`src/rtl/accum_sched.sv`:
```
// Round-robin scheduler sharing one 8-bit accumulator between NREQ burst requesters.
// Build option: define ACCUM_SCHED_SAT_EN to saturate result on overflow.
module accum_sched #(
  parameter int NREQ  = 2,
  parameter int LEN_W = 4
) (
  input  logic                    clk,
  input  logic                    rst,
  input  logic [NREQ-1:0]         req,
  input  logic [NREQ*LEN_W-1:0]   len,
  input  logic [NREQ*8-1:0]       op_data,
  input  logic [NREQ-1:0]         op_valid,
  output logic [NREQ-1:0]         op_ready,
  output logic [NREQ-1:0]         gnt,
  output logic [NREQ-1:0]         done,
  output logic [7:0]              result,
  output logic                    result_ovf,
  output logic                    acc_clr,
  output logic                    acc_en,
  output logic [7:0]              acc_data,
  input  logic [7:0]              acc_sum,
  input  logic                    acc_ovf,
  output logic [2:0]              dbg_state
);

  localparam int IW = (NREQ > 2) ? 2 : 1;

  typedef enum logic [2:0] {
    S_IDLE   = 3'd0,
    S_CLEAR  = 3'd1,
    S_STREAM = 3'd2,
    S_WAIT   = 3'd3,
    S_DONE   = 3'd4
  } state_t;

  state_t            state_q, state_d;
  logic [IW-1:0]     owner_q, owner_d;
  logic [IW-1:0]     ptr_q, ptr_d;
  logic [LEN_W-1:0]  rem_q, rem_d;
  logic              ovf_seen_q, ovf_seen_d;
  logic              en_prev_q, en_prev_d;
  logic [7:0]        result_q, result_d;
  logic              result_ovf_q, result_ovf_d;
`ifdef ACCUM_SCHED_SAT_EN
  logic              sign_prev_q, sign_prev_d;
  logic              ovf_sign_q, ovf_sign_d;
  logic              fin_sign;
`endif

  logic              arb_hit;
  logic [IW-1:0]     arb_idx;
  logic [IW-1:0]     cand_idx;
  int                cand;
  logic [NREQ-1:0]   owner_oh;
  logic              own_valid;
  logic [7:0]        own_data;
  logic              ovf_now;

  // Search upward from ptr+1 with wrap; the last owner therefore has lowest priority.
  always_comb begin
    arb_hit  = 1'b0;
    arb_idx  = '0;
    cand     = 0;
    cand_idx = '0;
    for (int k = 1; k <= NREQ; k++) begin
      cand = int'(ptr_q) + k;
      if (cand >= NREQ) cand = cand - NREQ;
      cand_idx = IW'(cand);
      if (!arb_hit && req[cand_idx]) begin
        arb_hit = 1'b1;
        arb_idx = cand_idx;
      end
    end
  end

  always_comb begin
    owner_oh          = '0;
    owner_oh[owner_q] = 1'b1;
    own_valid         = op_valid[owner_q];
    own_data          = op_data[owner_q*8 +: 8];
  end

  // acc_ovf refers to the add enabled one cycle earlier; fold it in combinationally
  // so an operand arriving in that same cycle is already drained, not added.
  assign ovf_now = ovf_seen_q | (en_prev_q & acc_ovf);

  // Handshake: an operand transfers in a cycle where op_valid[i] and op_ready[i]
  // are both 1; op_ready is asserted only for the owner in STREAM and does not
  // depend on op_valid.
  always_comb begin
    state_d      = state_q;
    owner_d      = owner_q;
    ptr_d        = ptr_q;
    rem_d        = rem_q;
    ovf_seen_d   = ovf_seen_q;
    en_prev_d    = 1'b0;
    result_d     = result_q;
    result_ovf_d = result_ovf_q;
`ifdef ACCUM_SCHED_SAT_EN
    sign_prev_d  = sign_prev_q;
    ovf_sign_d   = ovf_sign_q;
    fin_sign     = ovf_seen_q ? ovf_sign_q : sign_prev_q;
`endif
    op_ready     = '0;
    gnt          = '0;
    done         = '0;
    acc_clr      = 1'b0;
    acc_en       = 1'b0;
    acc_data     = '0;

    case (state_q)
      S_IDLE: begin
        if (arb_hit) begin
          owner_d    = arb_idx;
          rem_d      = len[arb_idx*LEN_W +: LEN_W];
          ovf_seen_d = 1'b0;
          state_d    = S_CLEAR;
        end
      end
      S_CLEAR: begin
        gnt     = owner_oh;
        acc_clr = 1'b1;
        if (rem_q == '0) begin
          result_d     = '0;
          result_ovf_d = 1'b0;
          state_d      = S_DONE;
        end else begin
          state_d = S_STREAM;
        end
      end
      S_STREAM: begin
        gnt        = owner_oh;
        op_ready   = owner_oh;
        ovf_seen_d = ovf_now;
`ifdef ACCUM_SCHED_SAT_EN
        if (!ovf_seen_q && en_prev_q && acc_ovf) ovf_sign_d = sign_prev_q;
`endif
        if (own_valid) begin
          acc_data  = own_data;
          acc_en    = !ovf_now;
          en_prev_d = !ovf_now;
`ifdef ACCUM_SCHED_SAT_EN
          sign_prev_d = own_data[7];
`endif
          rem_d = rem_q - 1'b1;
          if (rem_q == LEN_W'(1)) state_d = S_WAIT;
        end
      end
      S_WAIT: begin
        gnt          = owner_oh;
        ovf_seen_d   = ovf_now;
        result_ovf_d = ovf_now;
        result_d     = acc_sum;
`ifdef ACCUM_SCHED_SAT_EN
        ovf_sign_d = fin_sign;
        if (ovf_now) result_d = fin_sign ? 8'h80 : 8'h7F;
`endif
        state_d = S_DONE;
      end
      S_DONE: begin
        gnt     = owner_oh;
        done    = owner_oh;
        ptr_d   = owner_q;
        state_d = S_IDLE;
      end
      default: state_d = S_IDLE;
    endcase
  end

  always_ff @(posedge clk or negedge rst) begin
    if (!rst) begin
      state_q      <= S_IDLE;
      owner_q      <= '0;
      ptr_q        <= IW'(NREQ - 1);
      rem_q        <= '0;
      ovf_seen_q   <= 1'b0;
      en_prev_q    <= 1'b0;
      result_q     <= '0;
      result_ovf_q <= 1'b0;
`ifdef ACCUM_SCHED_SAT_EN
      sign_prev_q  <= 1'b0;
      ovf_sign_q   <= 1'b0;
`endif
    end else begin
      state_q      <= state_d;
      owner_q      <= owner_d;
      ptr_q        <= ptr_d;
      rem_q        <= rem_d;
      ovf_seen_q   <= ovf_seen_d;
      en_prev_q    <= en_prev_d;
      result_q     <= result_d;
      result_ovf_q <= result_ovf_d;
`ifdef ACCUM_SCHED_SAT_EN
      sign_prev_q  <= sign_prev_d;
      ovf_sign_q   <= ovf_sign_d;
`endif
    end
  end

  assign result     = (state_q == S_DONE) ? result_q : '0;
  assign result_ovf = (state_q == S_DONE) ? result_ovf_q : 1'b0;
  assign dbg_state  = state_q;

endmodule

```
`config.mk`:
```
export PLATFORM = sky130hd
export DESIGN_NAME = accum_sched
export DESIGN_NICKNAME = d
export VERILOG_FILES = /design/src/rtl/accum_sched.sv
export SDC_FILE = /design/constraint.sdc
export NUM_CORES = 1
export LEC_CHECK = 0
export ABC_AREA = 0
export BUFFER_PORTS_ARGS = -buffer_cell sky130_fd_sc_hd__buf_2
export CELL_PAD_IN_SITES_DETAIL_PLACEMENT = 1
export CELL_PAD_IN_SITES_GLOBAL_PLACEMENT = 2
export CORE_ASPECT_RATIO = 1.4
export CORE_MARGIN = 5
export CORE_UTILIZATION = 22
export CTS_CLUSTER_DIAMETER = 30
export DETAILED_ROUTE_END_ITERATION = 7
export HOLD_SLACK_MARGIN = 0.03
export PLACE_DENSITY_LB_ADDON = 0.12
export SLEW_MARGIN = 10
export SYNTH_ARGS = -nofsm -noshare
export SYNTH_HDL_FRONTEND = slang
export SYNTH_SLANG_ARGS = --single-unit
```
`constraint.sdc`:
```
create_clock -name clk -period 1.5 [get_ports clk]
set_input_delay 0.375 -clock clk [delete_from_list [all_inputs] [get_ports clk]]
set_output_delay 0.375 -clock clk [all_outputs]
set_load 0.1 [all_outputs]
```
Word level (Yosys, flattened, before mapping)

Cells that the tools add are included.
Widths: inputs -> output; s select.

Memory bits (writable): 0
Input port bits: 39
Memories kept: 0
Flip-flop bits (word level): 20
Bits in latches: 0
Memory bits (read-only): 0

Bitwise operators: 2
Shifts and indexed selects: 2
Equal/unequal tests: 9
Add/subtract/negate cells: 5
Muxes and demuxes: 38
Div/mod/pow operators: 0
Order comparisons: 6
Reductions and logical operators: 16
Multiply operators: 0

Operators with widths:

| cell                | number |
|---|---|
| $mux 8              | 4 |
| $mux 1              | 19 |
| $pmux 8 s2          | 1 |
| $shiftx 16x5->8     | 1 |
| $mux 3              | 4 |
| $pmux 3 s4          | 1 |
| $mux 4              | 2 |
| $ne 2x2->1 const B  | 4 |
| $pmux 4 s2          | 1 |
| $shiftx 8x4->4      | 1 |
| $eq 3x2->1 const B  | 2 |
| $lt 1x2->1 const B  | 3 |
| $mux 2              | 3 |
| $reduce_and 2->1    | 3 |
| $reduce_and 3->1    | 2 |
| $reduce_bool 2->1   | 3 |
| $eq 4x1->1 const B  | 1 |
| $logic_not 4->1     | 1 |
| $pmux 1 s2          | 2 |
| $reduce_or 4->1     | 1 |
| $sub 4x1->4 const B | 1 |
| $add 1x2->3 const B | 1 |
| $eq 3x1->1 const B  | 1 |
| $eq 3x3->1 const B  | 1 |
| other kinds (12)    | 15 |

Logic depth before layout (Yosys ltp)

Depth after elaboration: 12
Mapped depth: 6
Depth with buffers taken out: 6

Least setup slack after synthesis

No wires, ideal clock.

Path type: register -> output
Start: register state_q[1], in the netlist dbg_state[1]
End: output acc_data[0]
Cell stages (with the launch flop): 4
Required time: 1.125 ns
Setup slack: -1.863 ns
Arrival: 2.988 ns
Cell sequence: dfrtp_1 nor3b_2 nand2_1 nor2_1

Word-level cells in the longest chain between the ends: 2

RTL lines:

| what                   | RTL line | source |
|---|---|---|
| start, declared        | 36       | `state_t state_q, state_d;` |
| start signal, assigned | 185      | `state_q <= state_d;` |
| $eq 3x2->1             | 111      | `case (state_q)` |
| $mux 8                 | 111      |  |
| end, declared          | 20       | `output logic [7:0] acc_data,` |

No other way between the ends.

Worst setup path in the final report

Start: register state_q[0], in the netlist dbg_state[0]
End: output acc_data[6]

Same word-level chain as after synthesis.

==> results.json <==
{
  "cp-end-kind": "output port",
  "dp_cells": 280,
  "timing.final.crit_share_pct": 130,
  "worst_ep_required_time_ns": 1.12,
  "port_buffers": 66,
  "synth_cells": 129,
  "clkSinkCount": 20,
  "fp.dieH_um": 98.2,
  "reg2reg_depth": 8,
  "synth_nets": 170,
  "syn_avg_cell_area_um2": 9.47,
  "fmax_mhz": 512,
  "slew_headroom_pct": 69.2,
  "die_x_um": 73.0,
  "grt_antenna_before_repair": 0,
  "maxSlewViolCount": 0,
  "ys_types": 31,
  "clockBufferDepth": 2,
  "wl_per_cell_um": 15.6,
  "crit_cells": 4,
  "leakage_uw": 0.00120,
  "max_cap_viol_count": 0,
  "cts_root_buf": "clkbuf_8",
  "numCtsBuffers": 3,
  "pin_count": 67,
  "power_uw": 6440,
  "grt_pass1_vias": 1516,
  "drt_iter0_markers": 16,
  "cp-start-kind": "register",
  "antenna_cells": 0,
  "ant_nets": 0,
  "die_area_um2": 7160,
  "synthesis.area_um2": 1220,
  "cp_cell_sequence": "nor3b_4 -> nand2_4 -> nor2_4 -> buf_12",
  "hold_path_class": "primary input to asynchronous set/reset pin",
  "drive_above_1_share_pct": 66.4,
  "tightest_slew_ns": 0.462,
  "worst_slack_ns": -0.453,
  "outcome": "complete, but fails checks",
  "finalSetupViolCount": 40,
  "crit_buf_inv": 1,
  "violations": "setup timing",
  "rows": 32,
  "final_hold_viol_count": 0,
  "grt-ovfl-total": 0,
  "routed_wl_um": 4580,
  "critPathKind": "register to output port",
  "rsz0062_at_grt": "true",
  "vias_per_cell": 4.60,
  "powerDensity_nw_per_um2": 2490,
  "vdd_drop_max_v": 0.000876,
  "clk_pin_slew_worst_paths_ns": 0.08,
  "setup-tns-final_ns": -12.59,
  "synth_seq_cells": 20,
  "grt_max_degree": 21,
  "vias": 1353,
  "htree_levels": 1,
  "final_nets": 268,
  "start_util_pct": 22.4,
  "fin_util_pct": 47.5,
  "drt_first_pass_iters": 3,
  "dpl.hpwl_um": 3740,
  "fp.coreArea_um2": 5450,
  "cp_slowest_cell": "dfrtp_4",
  "gp_congestion": 0.735,
  "yosysWarnings": 0,
  "post_layout_nonfiller_instances": 294,
  "slowest_delay_ns": 0.51,
  "crit_family": "simple AND/OR/NAND/NOR gates",
  "period_needed_ns": 1.95,
  "arrival_ns": 1.58,
  "drc": 0,
  "synth-seq-area-share_pct": 41.1,
  "area_growth_pct": 112,
  "cts_tree": "built",
  "grt_pass1_wl_um": 7180,
  "grt_use_total_pct": 12.4,
  "worstSkewPairLatency_ns": 0.26,
  "n_fill_cell": 625,
  "worstPathMaxFanout": 8,
  "finClkSkew_ns": 0.00299
}
## sequential cells by signal, indices dropped and copies added, names as in the netlist
register	count
ovf_seen_q	1
owner_q	1
result_q	8
ptr_q	1
en_prev_q	1
dbg_state	3
rem_q	4
result_ovf_q	1
## worst reg2reg max path, stage by stage (launching register included)
cell	delay [ns]
dfrtp_4	0.51
buf_4	0.16
buf_4	0.15
nor2_4	0.12
buf_4	0.13
buf_4	0.10
o211ai_4	0.11
buf_6	0.15
a22o_1	0.22
## kinds of logic (layout without fill, tap and decap cells)
family	Yosys count	after routing	share of synthesized area (%)
buf+inv	14	110	5.23
flops	20	20	41.1
simple gates	50	51	21.1
mux	13	13	11.2
compound gates	30	30	19.4
fa+ha+maj	2	2	2.05
## cell usage in the layout, fill, tap and decap left out, types with 2 or more instances in the layout
cell type,instances
buf_4,22
buf_2,39
nor3_1,3
dfrtp_4,3
a21oi_2,2
dfrtp_1,16
mux2i_1,11
a32oi_1,2
inv_1,7
nand2_1,4
nand2_4,2
nor2_1,5
nor3b_2,2
clkbuf_8,4
ha_1,2
o22a_1,2
buf_6,9
buf_12,28
a22o_1,11
and2_4,14
nand2b_1,3
nor2_4,13
a21oi_1,5
## stage by stage
stage / setup slack, ns / hold slack, ns / area (um^2)
2_1_floorplan: -0.738 / 0.0794 / 1410
3_3_place_gp: -0.163 / 0.356 / 2360
3_5_place_dp: -0.180 / 0.360 / 2360
4_1_cts: -0.477 / 0.0774 / 2480
5_1_grt: -0.527 / 0.0999 / 2580
6_report: -0.453 / 0.0552 / 2580
## where the power goes
part	switching [uW]	internal (uW)	total, uW
sequential	200	820	1020
clock	184	234	418
combinational	2850	2150	5000
## per-layer routing
metal / GRT usage, % / vias to the layer above / wire (um)
li1: - / 644 / -
met1: 13.1 / 663 / 1650
met2: 24.7 / 44 / 2640
met3: 2.78 / 2 / 288
met4: 1.28 / 0 / 4
met5: 0 / - / 0
## synth_stat cells
cell      count  share of area, %
dfrtp_1      19                39
nor2_1       18               5.5
and2_1       13               6.7
a22o_1       11               7.9
mux2i_1      11               9.0
a21oi_1       7               2.9
inv_1         7               2.2
nand2_1       6               1.8
nand2b_1      4               2.0
buf_2         3               1.2
clkbuf_1      3              0.92
nor3_1        3               1.2
a32oi_1       2               1.4
ha_1          2               2.0
nor3b_1       2               1.2
o21ai_0       2              0.82
o22a_1        2               1.4
a21boi_1      1              0.61
a41oi_1       1              0.72
and3_1        1              0.51
buf_6         1              0.92
dfstp_2       1               2.2
mux2_2        1              0.92
mux2_4        1               1.2
nor2b_1       1              0.51
nor3b_2       1               1.0
o211ai_4      1               1.7
o21ai_1       1              0.41
o21ba_1       1              0.82
o31ai_1       1              0.61
or3_1         1              0.51
## path summary, 6_finish.rpt
kind | startpoint | to | slack [ns]
setup / recovery | dbg_state[0] | acc_data[6] | -0.45
hold / removal | rst | result_q[0] | 0.06
setup reg to reg | dbg_state[0] | rem_q[0] | -0.26
hold reg to reg | result_ovf_q | result_ovf_q | 0.50
max in group asynchronous | rst | dbg_state[1] | 1.09
min in group clk | acc_sum[3] | result_q[3] | 0.34
## what timing repair did
action / 4_1_cts / 5_1_grt
setup buffers: 4 / 6
setup endpoints to repair: 39 / 40
gates cloned: 0 / 2
hold buffers: 0 / 0
gates resized for setup: 11 / 19
pin swaps: 3 / 7
## cell type report
cell class	count	area, um^2	area share, %
Inverter	7	26.3	1.02
Multi-Input combinational cell	96	868	33.6
Timing Repair Buffer	99	1040	40.1
Sequential cell	20	513	19.8
Clock buffer	4	55.1	2.13
Tap cell	68	85.1	3.29
(Power assumes the default switching activity.)
